[config.mk]
export PLATFORM = sky130hd
export DESIGN_NAME = envelope_adsr
export DESIGN_NICKNAME = d
export VERILOG_FILES = /design/src/rtl/envelope_adsr.sv
export SDC_FILE = /design/constraint.sdc
export NUM_CORES = 1
export LEC_CHECK = 0
export ABC_AREA = 1
export CORE_MARGIN = 1
export CORE_UTILIZATION = 30
export CTS_CLUSTER_DIAMETER = 150
export DETAILED_ROUTE_END_ITERATION = 10
export PLACE_DENSITY = 0.46
export RECOVER_POWER = 25
export SYNTH_ARGS = -nofsm -noshare
export SYNTH_HDL_FRONTEND = slang
export SYNTH_SLANG_ARGS = --single-unit
[constraint.sdc]
create_clock -name clk -period 15.5 [get_ports clk]
set_clock_uncertainty 0.1 [all_clocks]
set_input_delay 3.1 -clock clk [delete_from_list [all_inputs] [get_ports clk]]
set_output_delay 3.1 -clock clk [all_outputs]
set_load 0.01 [all_outputs]
[src/rtl/envelope_adsr.sv]
// ADSR envelope generator: steps a gain register once per sample tick and
// scales offset-binary samples by it, producing a registered enveloped sample.
module envelope_adsr #(
  parameter int BIT_DEPTH = 8,
  parameter int ENV_WIDTH = 16
) (
  input  logic                 clk,
  input  logic                 reset,
  input  logic                 sample_tick,
  input  logic                 gate,
  input  logic [BIT_DEPTH-1:0] in_sample,
  input  logic [ENV_WIDTH-1:0] attack_step,
  input  logic [ENV_WIDTH-1:0] decay_step,
  input  logic [ENV_WIDTH-1:0] release_step,
  input  logic [ENV_WIDTH-1:0] sustain_level,
  output logic [BIT_DEPTH-1:0] out,
  output logic                 out_valid,
  output logic [2:0]           state,
  output logic                 busy
);

  localparam logic [2:0] ST_IDLE    = 3'd0;
  localparam logic [2:0] ST_ATTACK  = 3'd1;
  localparam logic [2:0] ST_DECAY   = 3'd2;
  localparam logic [2:0] ST_SUSTAIN = 3'd3;
  localparam logic [2:0] ST_RELEASE = 3'd4;

  localparam logic [ENV_WIDTH-1:0] ENV_MAX     = {ENV_WIDTH{1'b1}};
  localparam logic [BIT_DEPTH-1:0] SAMPLE_HALF = {1'b1, {(BIT_DEPTH-1){1'b0}}};
  localparam int                   PROD_W      = BIT_DEPTH + ENV_WIDTH + 1;

  logic [ENV_WIDTH-1:0] env;
  logic [ENV_WIDTH-1:0] env_next;
  logic [2:0]           state_next;

  // Step arithmetic carries one extra bit so overflow/borrow is visible.
  logic [ENV_WIDTH:0] env_add;
  logic [ENV_WIDTH:0] env_dec;
  logic [ENV_WIDTH:0] env_rel;
  logic               attack_full;
  logic               decay_floor;
  logic               release_floor;

  assign env_add = {1'b0, env} + {1'b0, attack_step};
  assign env_dec = {1'b0, env} - {1'b0, decay_step};
  assign env_rel = {1'b0, env} - {1'b0, release_step};

  assign attack_full   = (attack_step == '0) || (env_add >= {1'b0, ENV_MAX});
  assign decay_floor   = (decay_step == '0) || (env <= sustain_level) || env_dec[ENV_WIDTH] ||
                         (env_dec[ENV_WIDTH-1:0] <= sustain_level);
  assign release_floor = (release_step == '0) || env_rel[ENV_WIDTH] || (env_rel == '0);

  // A released gate overrides every held-note state's own transition.
  always_comb begin
    state_next = state;
    env_next   = env;
    case (state)
      ST_IDLE: begin
        if (gate) begin
          state_next = ST_ATTACK;
        end else begin
          env_next = '0;
        end
      end
      ST_ATTACK: begin
        if (!gate) begin
          state_next = ST_RELEASE;
        end else if (attack_full) begin
          env_next   = ENV_MAX;
          state_next = ST_DECAY;
        end else begin
          env_next = env_add[ENV_WIDTH-1:0];
        end
      end
      ST_DECAY: begin
        if (!gate) begin
          state_next = ST_RELEASE;
        end else if (decay_floor) begin
          env_next   = sustain_level;
          state_next = ST_SUSTAIN;
        end else begin
          env_next = env_dec[ENV_WIDTH-1:0];
        end
      end
      ST_SUSTAIN: begin
        if (!gate) begin
          state_next = ST_RELEASE;
        end else begin
          env_next = sustain_level;
        end
      end
      ST_RELEASE: begin
        if (gate) begin
          state_next = ST_ATTACK;
        end else if (release_floor) begin
          env_next   = '0;
          state_next = ST_IDLE;
        end else begin
          env_next = env_rel[ENV_WIDTH-1:0];
        end
      end
      default: begin
        env_next   = '0;
        state_next = ST_IDLE;
      end
    endcase
  end

  // Gain scaling around the silence midpoint; the arithmetic shift floors,
  // and the bits kept already hold the wrapped sum needed for SAMPLE_HALF + q.
  logic signed [BIT_DEPTH:0]  diff;
  logic signed [PROD_W-1:0]   prod;
  logic [BIT_DEPTH-1:0]       scaled;
  logic                       unused_prod_bits;

  assign diff = $signed({1'b0, in_sample}) - $signed({1'b0, SAMPLE_HALF});
  assign prod = PROD_W'(diff) * PROD_W'($signed({1'b0, env}));
  assign unused_prod_bits = ^{prod[ENV_WIDTH-1:0], prod[PROD_W-1]};

  always_comb begin
    if (env == ENV_MAX) begin
      scaled = in_sample;
    end else begin
      scaled = SAMPLE_HALF + prod[ENV_WIDTH +: BIT_DEPTH];
    end
  end

  always_ff @(posedge clk or posedge reset) begin
    if (reset) begin
      state     <= ST_IDLE;
      env       <= '0;
      out       <= SAMPLE_HALF;
      out_valid <= 1'b0;
    end else begin
      out_valid <= sample_tick;
      if (sample_tick) begin
        state <= state_next;
        env   <= env_next;
        out   <= scaled;
      end
    end
  end

  assign busy = (state != ST_IDLE);

endmodule
## Word-level counts from Yosys, hierarchy flattened

Cells that the tools add are included.

| storage, ports and cells | value |
|---|---|
| bits in registers | 28 |
| latch bits | 0 |
| memory bits (writable) | 0 |
| bits in read-only memories | 0 |
| input bits | 76 |
| output and inout bits | 13 |
| memories | 0 |

| cells by class | value |
|---|---|
| $add $sub $neg | 5 |
| $mul | 1 |
| div/mod/pow operators | 0 |
| order comparisons | 3 |
| equal/unequal tests | 15 |
| shift operators | 0 |
| mux-type cells | 19 |
| bitwise gates (word level) | 0 |
| reductions and logical operators | 14 |

Operators by type and width:

| operator | number |
|---|---|
| $mux 16 | 8 |
| $pmux 16 s5 | 1 |
| $logic_not 16->1 | 3 |
| $sub 16x16->17 | 2 |
| $le 16x16->1 | 2 |
| $mul 9x17->24 | 1 |
| $mux 3 | 8 |
| $add 16x16->17 | 1 |
| $ge 17x16->1 const B | 1 |
| $logic_not 17->1 | 1 |
| $eq 16x16->1 const B | 1 |
| $pmux 3 s5 | 1 |
| $ne 2x2->1 const B | 7 |
| $reduce_and 6->1 | 2 |
| $ne 3x3->1 const B | 3 |
| $sub 8x8->9 const B | 1 |
| $add 8x8->8 const A | 1 |
| $mux 8 | 1 |
| $eq 3x2->1 const B | 2 |
| $logic_or 1x1->1 | 6 |
| $eq 3x1->1 const B | 1 |
| $eq 3x3->1 const B | 1 |
| $logic_not 3->1 | 1 |
| $reduce_bool 3->1 | 1 |

## Logic depth before layout (Yosys ltp)

Gate-level depths: netlist of run 1.

| logic depth | value |
|---|---|
| depth after elaboration | 7 |
| gate-level depth with buffers | 29 |
| gate-level depth less buffers | 27 |

## Worst setup path after synthesis of run 1

OpenSTA, ideal clock, no wires.

| path | value |
|---|---|
| path kind | input -> register |
| start | input port in_sample[6] |
| end | register out[7] |
| setup time | 76 ps |
| data arrival time | 7550 ps |
| data required time | 15324 ps |
| path slack | 7774 ps |
| stages | 24 |
| path buffers | 2 |
| path through | clkbuf_1 -> clkbuf_1 -> nand2_1 -> fa_1 -> fa_1 -> inv_1 -> fa_1 -> fa_1 -> inv_1 -> fa_1 -> inv_1 -> ha_1 -> a21oi_1 -> inv_1 -> a31oi_1 -> nand2_1 -> nand3_1 -> nand2_1 -> nand2_1 -> nand3_1 -> a21oi_1 -> o21ai_0 -> nand2_1 -> nand2_1 |

| between the ends | value |
|---|---|
| cells in the longest elaborated chain, start to end | 4 |

RTL lines:

| element | RTL line | text |
|---|---|---|
| start, declared | 11 | `input logic [BIT_DEPTH-1:0] in_sample,` |
| $sub 8x8->9 | 116 | `assign diff = $signed({1'b0, in_sample}) - $signed({1'b0, SAMPLE_HALF});` |
| $mul 9x17->24 | 117 | `assign prod = PROD_W'(diff) * PROD_W'($signed({1'b0, env}));` |
| $add 8x8->8 | 124 | `scaled = SAMPLE_HALF + prod[ENV_WIDTH +: BIT_DEPTH];` |
| $mux 8 | 121 | `if (env == ENV_MAX) begin` |
| end signal, assigned | 139 | `out <= scaled;` |
| end, declared | 16 | `output logic [BIT_DEPTH-1:0] out,` |

No other way between the ends.
A chain may end at the register's enable or synchronous reset.

## Worst setup path in the final report of run 1

Same ends and word-level chain as after synthesis.

==> results.py, run 1 <==
metrics = {
    "floorplanning": {
        "die_w_um": 190.8,
        "std_cell_rows": 68,
        "die_area_um2": 36400,
        "initial_core_util_pct": 30.73,
        "die_y_um": 190.8,
        "core_area_um2": 34800,
        "ios": 89,
    },
    "grt": {
        "grt_overflow": 0,
        "grt_pass1_vias": 10280,
        "grt_max_degree": 29,
        "track_usage_pct": 20.35,
        "antenna_found_initial": 0,
        "grt_pass1_wl_um": 56990,
    },
    "critical_path": {
        "rr_worst_depth": 23,
        "path_max_fanout": 17,
        "critPathSlowestCell": "clkdlybuf4s50_1",
        "critical_path.most_common_cell": "nand2_1",
        "critPathBufInv": 5,
        "crit_chain": "clkdlybuf4s50_1 -> nand2_1 -> fa_1 -> fa_1 -> inv_1 -> fa_1 -> fa_1 -> inv_1 -> fa_1 -> inv_1 -> ha_1 -> a21oi_1 -> inv_1 -> a31oi_1 -> nand2_1 -> nand3_1 -> nand2_1 -> nand2_1 -> nand3_1 -> a21oi_1 -> o21ai_0 -> nand2_1 -> nand2_1",
        "required_ns": 15.63,
        "r2r_slack_ns": 9.96,
        "r2r-start": "env[0]$_DFFE_PP0P_",
        "startpoint_type": "input port",
        "critPathTopFamily": "adder cells",
        "worstPathArrival_ns": 8.50,
        "rr_endpoint": "out[7]$_DFFE_PP1P_",
        "end_kind": "flip-flop",
        "critPathKind": "input port to flip-flop",
        "crit_path_max_incr_delay_ns": 1.01,
        "cp-startpoint": "in_sample[6]",
    },
    "synth": {
        "ys_seq_area_share_pct": 6.564,
        "syn_avg_cell_area_um2": 6.391,
        "async_flop_share_pct": 100.0,
        "yosysUniqueCellTypes": 52,
        "syn-cell-area_um2": 10690,
        "yosys_warnings": 0,
        "synth_ff_type": "dfrtp_1",
        "synthCells": 1673,
        "synth_seq_cells": 28,
        "synth_edf_count": 0,
        "syn_nets": 1985,
    },
    "finish": {
        "ff_latch_area_um2": 701.9,
        "final_cell_mix": "nand2_1, inv_1, ha_1",
        "nFillCells": 3873,
        "areaGrowthSynthToFinish_pct": 13.33,
        "antennaDiodeCount": 0,
        "drive_gt1_share_pct": 3.975,
        "num-nets-final": 2049,
        "final_common_cell": "nand2_1",
        "multi_input_area_um2": 8441,
        "stdcell_count": 2191,
    },
    "cts": {
        "cts_max_level": 1,
        "cts_setup_buffers": 0,
        "clock_latency_ns": 0.28,
        "clock-sinks": 28,
        "cts-resized-gates": 0,
        "cts_hold_buf": 0,
        "cts_max_path_buffers": 2,
        "cts_root_buf": "clkbuf_16",
        "cts_buffers": 3,
        "cts_tree": "built",
        "path_clk_slew_ns": 0.09,
    },
    "sta": {
        "rsz0062_at_grt": "false",
        "hold_viol_final": 0,
        "max_freq_mhz": 119.4,
        "setup_viol": 0,
        "period_share_pct": 54.02,
        "slew_viol_final": 0,
        "tns_ns": 0,
        "min_period_ns": 8.373,
        "fin_hold_ws_ns": 0.3779,
        "slew_headroom_pct": 21.79,
        "tightest_slew_ns": 1.173,
    },
    "min_path": {
        "min_to": "out[7]$_DFFE_PP1P_",
        "worstHoldStart": "out[7]$_DFFE_PP1P_",
        "holdPathStages": 2,
        "hold_path.class": "flip-flop to flip-flop",
    },
    "place": {
        "place_congestion": 0.8691,
        "portBuffers": 88,
        "placed_cells": 2187,
        "hpwl_um": 29560,
    },
    "detailed_routing": {
        "wirelength_um": 36140,
        "dr_total_vias": 10410,
        "ant_nets": 0,
        "wire_per_inst_um": 16.49,
        "drt_iter0_drc": 575,
        "vias_per_cell": 4.749,
        "drcViolationCount": 0,
        "drt-pass1-iter-count": 7,
    },
    "power": {
        "powerDensity_nw_per_um2": 213.1,
        "leakage_nw": 7.123,
        "peakVddDrop_mv": 0.1381,
        "power.total_w": 0.002582,
    },
    "outcome": {
        "status": "finished, final reports clean",
    },
    "flow_run": {
        "maxCapViolCount": 0,
    },
}
-- synthesized netlist by cell type, types with 3 or more instances --
library cell	number	area, um^2
xnor2_1	4	35.03
a21o_1	4	30.03
nor3_1	7	35.03
clkbuf_1	30	112.6
nor2_2	3	18.77
inv_1	332	1246
o21ai_0	35	175.2
xor2_1	16	140.1
buf_4	3	22.52
a21oi_1	78	390.4
buf_6	9	101.4
nand3b_1	15	112.6
a31oi_1	3	18.77
fa_1	101	2022
buf_2	5	25.02
dfrtp_1	27	675.7
o211ai_1	3	22.52
nor2_1	122	457.9
nand3_2	8	80.08
ha_1	135	1689
inv_2	4	15.01
nand2_2	12	75.07
o21bai_1	13	97.59
nand3_1	96	480.5
nand2_1	525	1971
nor4_1	11	68.82
nor3_2	3	30.03
nand4_1	35	219.0
or2_2	4	25.02
-- tightest hold or removal path: cells and delay by family, from the launching register on --
family,cells,cell delay (ns)
flip-flops,1,0.38
AND/OR/NAND/NOR,2,0.10
-- per-stage QoR --
| step | utilization [%] | setup WS, ns | cell area, um^2 |
|---|---|---|---|
| after floorplan | - | 7.774 | 10690 |
| after global placement | 34.54 | 6.924 | 12020 |
| after detailed placement | 34.54 | 6.880 | 12020 |
| after CTS | 34.84 | 7.176 | 12130 |
| after global routing | 34.82 | 6.772 | 12120 |
| final | 34.82 | 7.127 | 12120 |
-- area by class of cell --
| cell class | count | area share, % |
|---|---|---|
| multi-input cells | 1258 | 69.65 |
| inverters | 337 | 10.48 |
| repair buffers | 109 | 8.508 |
| flip-flops and latches | 28 | 5.792 |
| well taps | 455 | 4.698 |
| clock buffers | 3 | 0.6195 |
| clock inverters | 1 | 0.2478 |
-- routing by layer --
layer | GRT usage [%] | part of all wire, % | up-vias
li1 | - | - | 5324
met3 | 1.343 | 3.1 | 33
met4 | 3.692 | 1.7 | 0
met2 | 34.99 | 47 | 184
met1 | 27.97 | 48 | 4865
met5 | 0 | 0 | -
-- logic make-up (layout without fill, tap and decap cells) --
group | count (synthesis) | in the layout | synth area share, %
and+or+nand+nor | 850 | 850 | 34.19
adders and majority gates | 236 | 236 | 34.71
xor gates and xnor gates | 21 | 21 | 1.790
DFF | 28 | 28 | 6.565
AOI/OAI and AO/OA | 151 | 151 | 8.191
buffers and inverters | 387 | 450 | 14.56
-- how the worst max path moves through the flow --
stage / end / slack, ns / cells past startpoint
after floorplan: out[7]$_DFFE_PP1P_ / 7.77 / 24
after global placement: out[7]$_DFFE_PP1P_ / 6.92 / 25
after detailed placement: out[7]$_DFFE_PP1P_ / 6.88 / 23
after CTS: out[7]$_DFFE_PP1P_ / 7.18 / 23
after global routing: out[4]$_DFFE_PP0P_ / 6.77 / 22
final: out[7]$_DFFE_PP1P_ / 7.13 / 23
-- sequential cells by signal (all words and copies together), names as in the netlist --
signal     flops
out_valid      1
env           16
state          3
out            8
-- power breakdown --
part / total, W / leakage, nW / switching (W) / internal (W)
clock: 0.0000851 / 0.0511 / 0.0000333 / 0.0000518
combinational: 0.00234 / 6.72 / 0.00148 / 0.000862
sequential: 0.000155 / 0.357 / 0.0000502 / 0.000105
(Power assumes the default switching activity.)
==> run 2: changes to the inputs <==
--- a/config.mk
+++ b/config.mk
@@ -10,7 +10,7 @@
 export CORE_UTILIZATION = 30
 export CTS_CLUSTER_DIAMETER = 150
 export DETAILED_ROUTE_END_ITERATION = 10
-export PLACE_DENSITY = 0.46
+export PLACE_DENSITY = 0.47
 export RECOVER_POWER = 25
 export SYNTH_ARGS = -nofsm -noshare
 export SYNTH_HDL_FRONTEND = slang
==> constraint.sdc (replaced) <==
create_clock -name clk -period 7.2 [get_ports clk]
set_clock_uncertainty 0.1 [all_clocks]
set_input_delay 1.44 -clock clk [delete_from_list [all_inputs] [get_ports clk]]
set_output_delay 1.44 -clock clk [all_outputs]
set_load 0.01 [all_outputs]
==> results.py, run 2 (same netlist as run 1, synthesis figures left out) <==
metrics = {
    "outcome": {
        "status": "finished, violations left",
        "violations": "max-capacitance violations, max-slew violations",
    },
    "cts": {
        "clock-sinks": 28,
        "cts_root_buf": "clkbuf_16",
        "path_clk_slew_ns": 0.08,
        "cts_max_path_buffers": 2,
        "cts-resized-gates": 0,
        "cts_setup_buffers": 0,
        "clock_latency_ns": 0.28,
        "cts_tree": "built",
        "cts_buffers": 3,
        "cts_hold_buf": 0,
        "cts_max_level": 1,
    },
    "sta": {
        "slew_headroom_pct": -22.60,
        "setup_viol": 0,
        "hold_viol_final": 0,
        "min_period_ns": 6.373,
        "slew_viol_final": 29,
        "rsz0062_at_grt": "false",
        "tns_ns": 0,
        "max_freq_mhz": 156.9,
        "tightest_slew_ns": 1.839,
        "period_share_pct": 88.52,
    },
    "critical_path": {
        "critPathBufInv": 6,
        "worstPathArrival_ns": 6.49,
        "critPathTopFamily": "adder cells",
        "critPathKind": "input port to flip-flop",
        "critPathSlowestCell": "clkdlybuf4s50_1",
        "startpoint_type": "input port",
        "crit_path_max_incr_delay_ns": 0.67,
        "required_ns": 7.32,
        "critical_path.most_common_cell": "nand2_1",
        "crit_chain": "clkdlybuf4s50_1 -> buf_4 -> nand2_1 -> inv_1 -> fa_1 -> fa_1 -> fa_1 -> fa_1 -> inv_1 -> fa_1 -> inv_1 -> ha_1 -> a21oi_1 -> inv_1 -> a31oi_1 -> nand2_1 -> nand3_1 -> nand2_1 -> nand2_1 -> nand3_1 -> a21oi_1 -> o21ai_0 -> nand2_1 -> nand2_1",
        "path_max_fanout": 9,
        "end_kind": "flip-flop",
    },
    "finish": {
        "nFillCells": 3830,
        "num-nets-final": 2055,
        "final_cell_mix": "nand2_1, inv_1, ha_1",
        "final_common_cell": "nand2_1",
        "multi_input_area_um2": 8434,
        "largest_register_ffs": 16,
        "utilization_pct": 34.98,
        "ff_latch_area_um2": 701.9,
        "top_register": "env",
        "largestRegisters": "env: 16 flops, out: 8 flops, state: 3 flops",
        "drive_gt1_share_pct": 4.305,
        "areaGrowthSynthToFinish_pct": 13.84,
        "antennaDiodeCount": 0,
    },
    "min_path": {
        "hold_path.class": "flip-flop to flip-flop",
    },
    "floorplanning": {
        "core_area_um2": 34800,
        "initial_core_util_pct": 30.73,
        "die_area_um2": 36400,
        "std_cell_rows": 68,
        "ios": 89,
        "die_w_um": 190.8,
        "die_y_um": 190.8,
    },
    "power": {
        "p_seq_share_pct": 7.2,
        "powerDensity_nw_per_um2": 454.4,
        "p_clk_share_pct": 3.2,
        "leakage_nw": 7.160,
        "switching_share_pct": 60.50,
        "peakVddDrop_mv": 0.2980,
        "p_switching_w": 0.003346,
        "power_frac_comb_pct": 89.6,
        "p_int_w": 0.002185,
    },
    "detailed_routing": {
        "vias_per_cell": 4.825,
        "wire_per_inst_um": 16.20,
        "wirelength_um": 35590,
        "drt-pass1-iter-count": 5,
        "drt_iter0_drc": 566,
        "ant_nets": 0,
        "drcViolationCount": 0,
        "dr_total_vias": 10600,
    },
    "grt": {
        "grt_max_degree": 29,
        "grt_pass1_wl_um": 56590,
        "track_usage_pct": 20.02,
        "grt_overflow": 0,
        "grt_pass1_vias": 10500,
        "antenna_found_initial": 0,
    },
    "place": {
        "portBuffers": 88,
        "hpwl_um": 29610,
        "place_congestion": 0.8929,
    },
    "flow_run": {
        "maxCapViolCount": 1,
    },
}
run 2: changes by cell type in the layout (fill, tap and decap cells not counted):
| cell | before | now |
|---|---|---|
| buf_12 | 0 | 1 |
| nor4b_1 | 0 | 1 |
| clkbuf_1 | 2 | 1 |
| nor4b_2 | 1 | 0 |
| buf_4 | 19 | 25 |
run 2: metrics by stage:
stage	setup slack (ns)	hold WS [ns]	area, um^2	power [W]	std cells
2_1_floorplan	1.134	0.3736	10690	0.004029	1673
3_3_place_gp	0.5276	0.3661	12070	0.005375	2193
3_5_place_dp	0.5150	0.3657	12070	0.005351	2193
4_1_cts	0.8080	0.3881	12180	0.005590	2197
5_1_grt	0.4593	0.4161	12170	0.006368	2197
6_report	0.8265	0.3827	12170	0.005531	2197
run 2: final timing paths:
path	start	end	slack, ns	depth (start not counted)
worst min-delay path	out[5]$_DFFE_PP0P_	out[5]$_DFFE_PP0P_	0.38	2
min in group asynchronous	reset	out_valid$_DFF_PP0_	2.14	3
worst max register to register	env[9]$_DFFE_PP0P_	out[6]$_DFFE_PP0P_	1.86	17
worst min register to register	out[5]$_DFFE_PP0P_	out[5]$_DFFE_PP0P_	0.38	2
worst max-delay path	in_sample[4]	out[7]$_DFFE_PP1P_	0.83	24
max in group asynchronous	reset	env[4]$_DFFE_PP0P_	3.80	3
run 2: layer usage:
metal | track usage, % | vias to the layer above | part of all wire, %
met5 | 0 | - | 0
met4 | 4.000 | 0 | 1.7
met3 | 0.8281 | 36 | 3.5
met2 | 33.75 | 185 | 45
met1 | 28.23 | 5027 | 49
li1 | - | 5352 | -
run 2: power groups by stage:
| stage | clock [W] | combinational (W) | sequential (W) |
|---|---|---|---|
| 2_1_floorplan | 0 | 0.00372 | 0.000305 |
| 3_3_place_gp | 0 | 0.00497 | 0.000402 |
| 3_5_place_dp | 0 | 0.00495 | 0.000402 |
| 4_1_cts | 0.000182 | 0.00501 | 0.000400 |
| 5_1_grt | 0.000187 | 0.00577 | 0.000409 |
| 6_report | 0.000179 | 0.00495 | 0.000399 |
run 2: tightest hold or removal path: stages (launching register included):
cell and delay [ns]:
dfrtp_1 0.35, nand2_1 0.05, nand2_1 0.05
run 2: area by class of cell:
cell class | count | share of cell area, %
Clock buffer | 3 | 0.6167
Inverter | 337 | 10.43
Multi-Input combinational cell | 1258 | 69.29
Tap cell | 455 | 4.677
Clock inverter | 1 | 0.2467
Sequential cell | 28 | 5.766
Timing Repair Buffer | 115 | 8.973
==> run 3: changes to the inputs <==
--- a/config.mk
+++ b/config.mk
@@ -6,6 +6,7 @@
 export NUM_CORES = 1
 export LEC_CHECK = 0
 export ABC_AREA = 1
+export ABC_CLOCK_PERIOD_IN_PS = 7200
 export CORE_MARGIN = 1
 export CORE_UTILIZATION = 30
 export CTS_CLUSTER_DIAMETER = 150
==> results of run 3 <==
The final DEF is identical to that of run 2; final timing and power are the same.
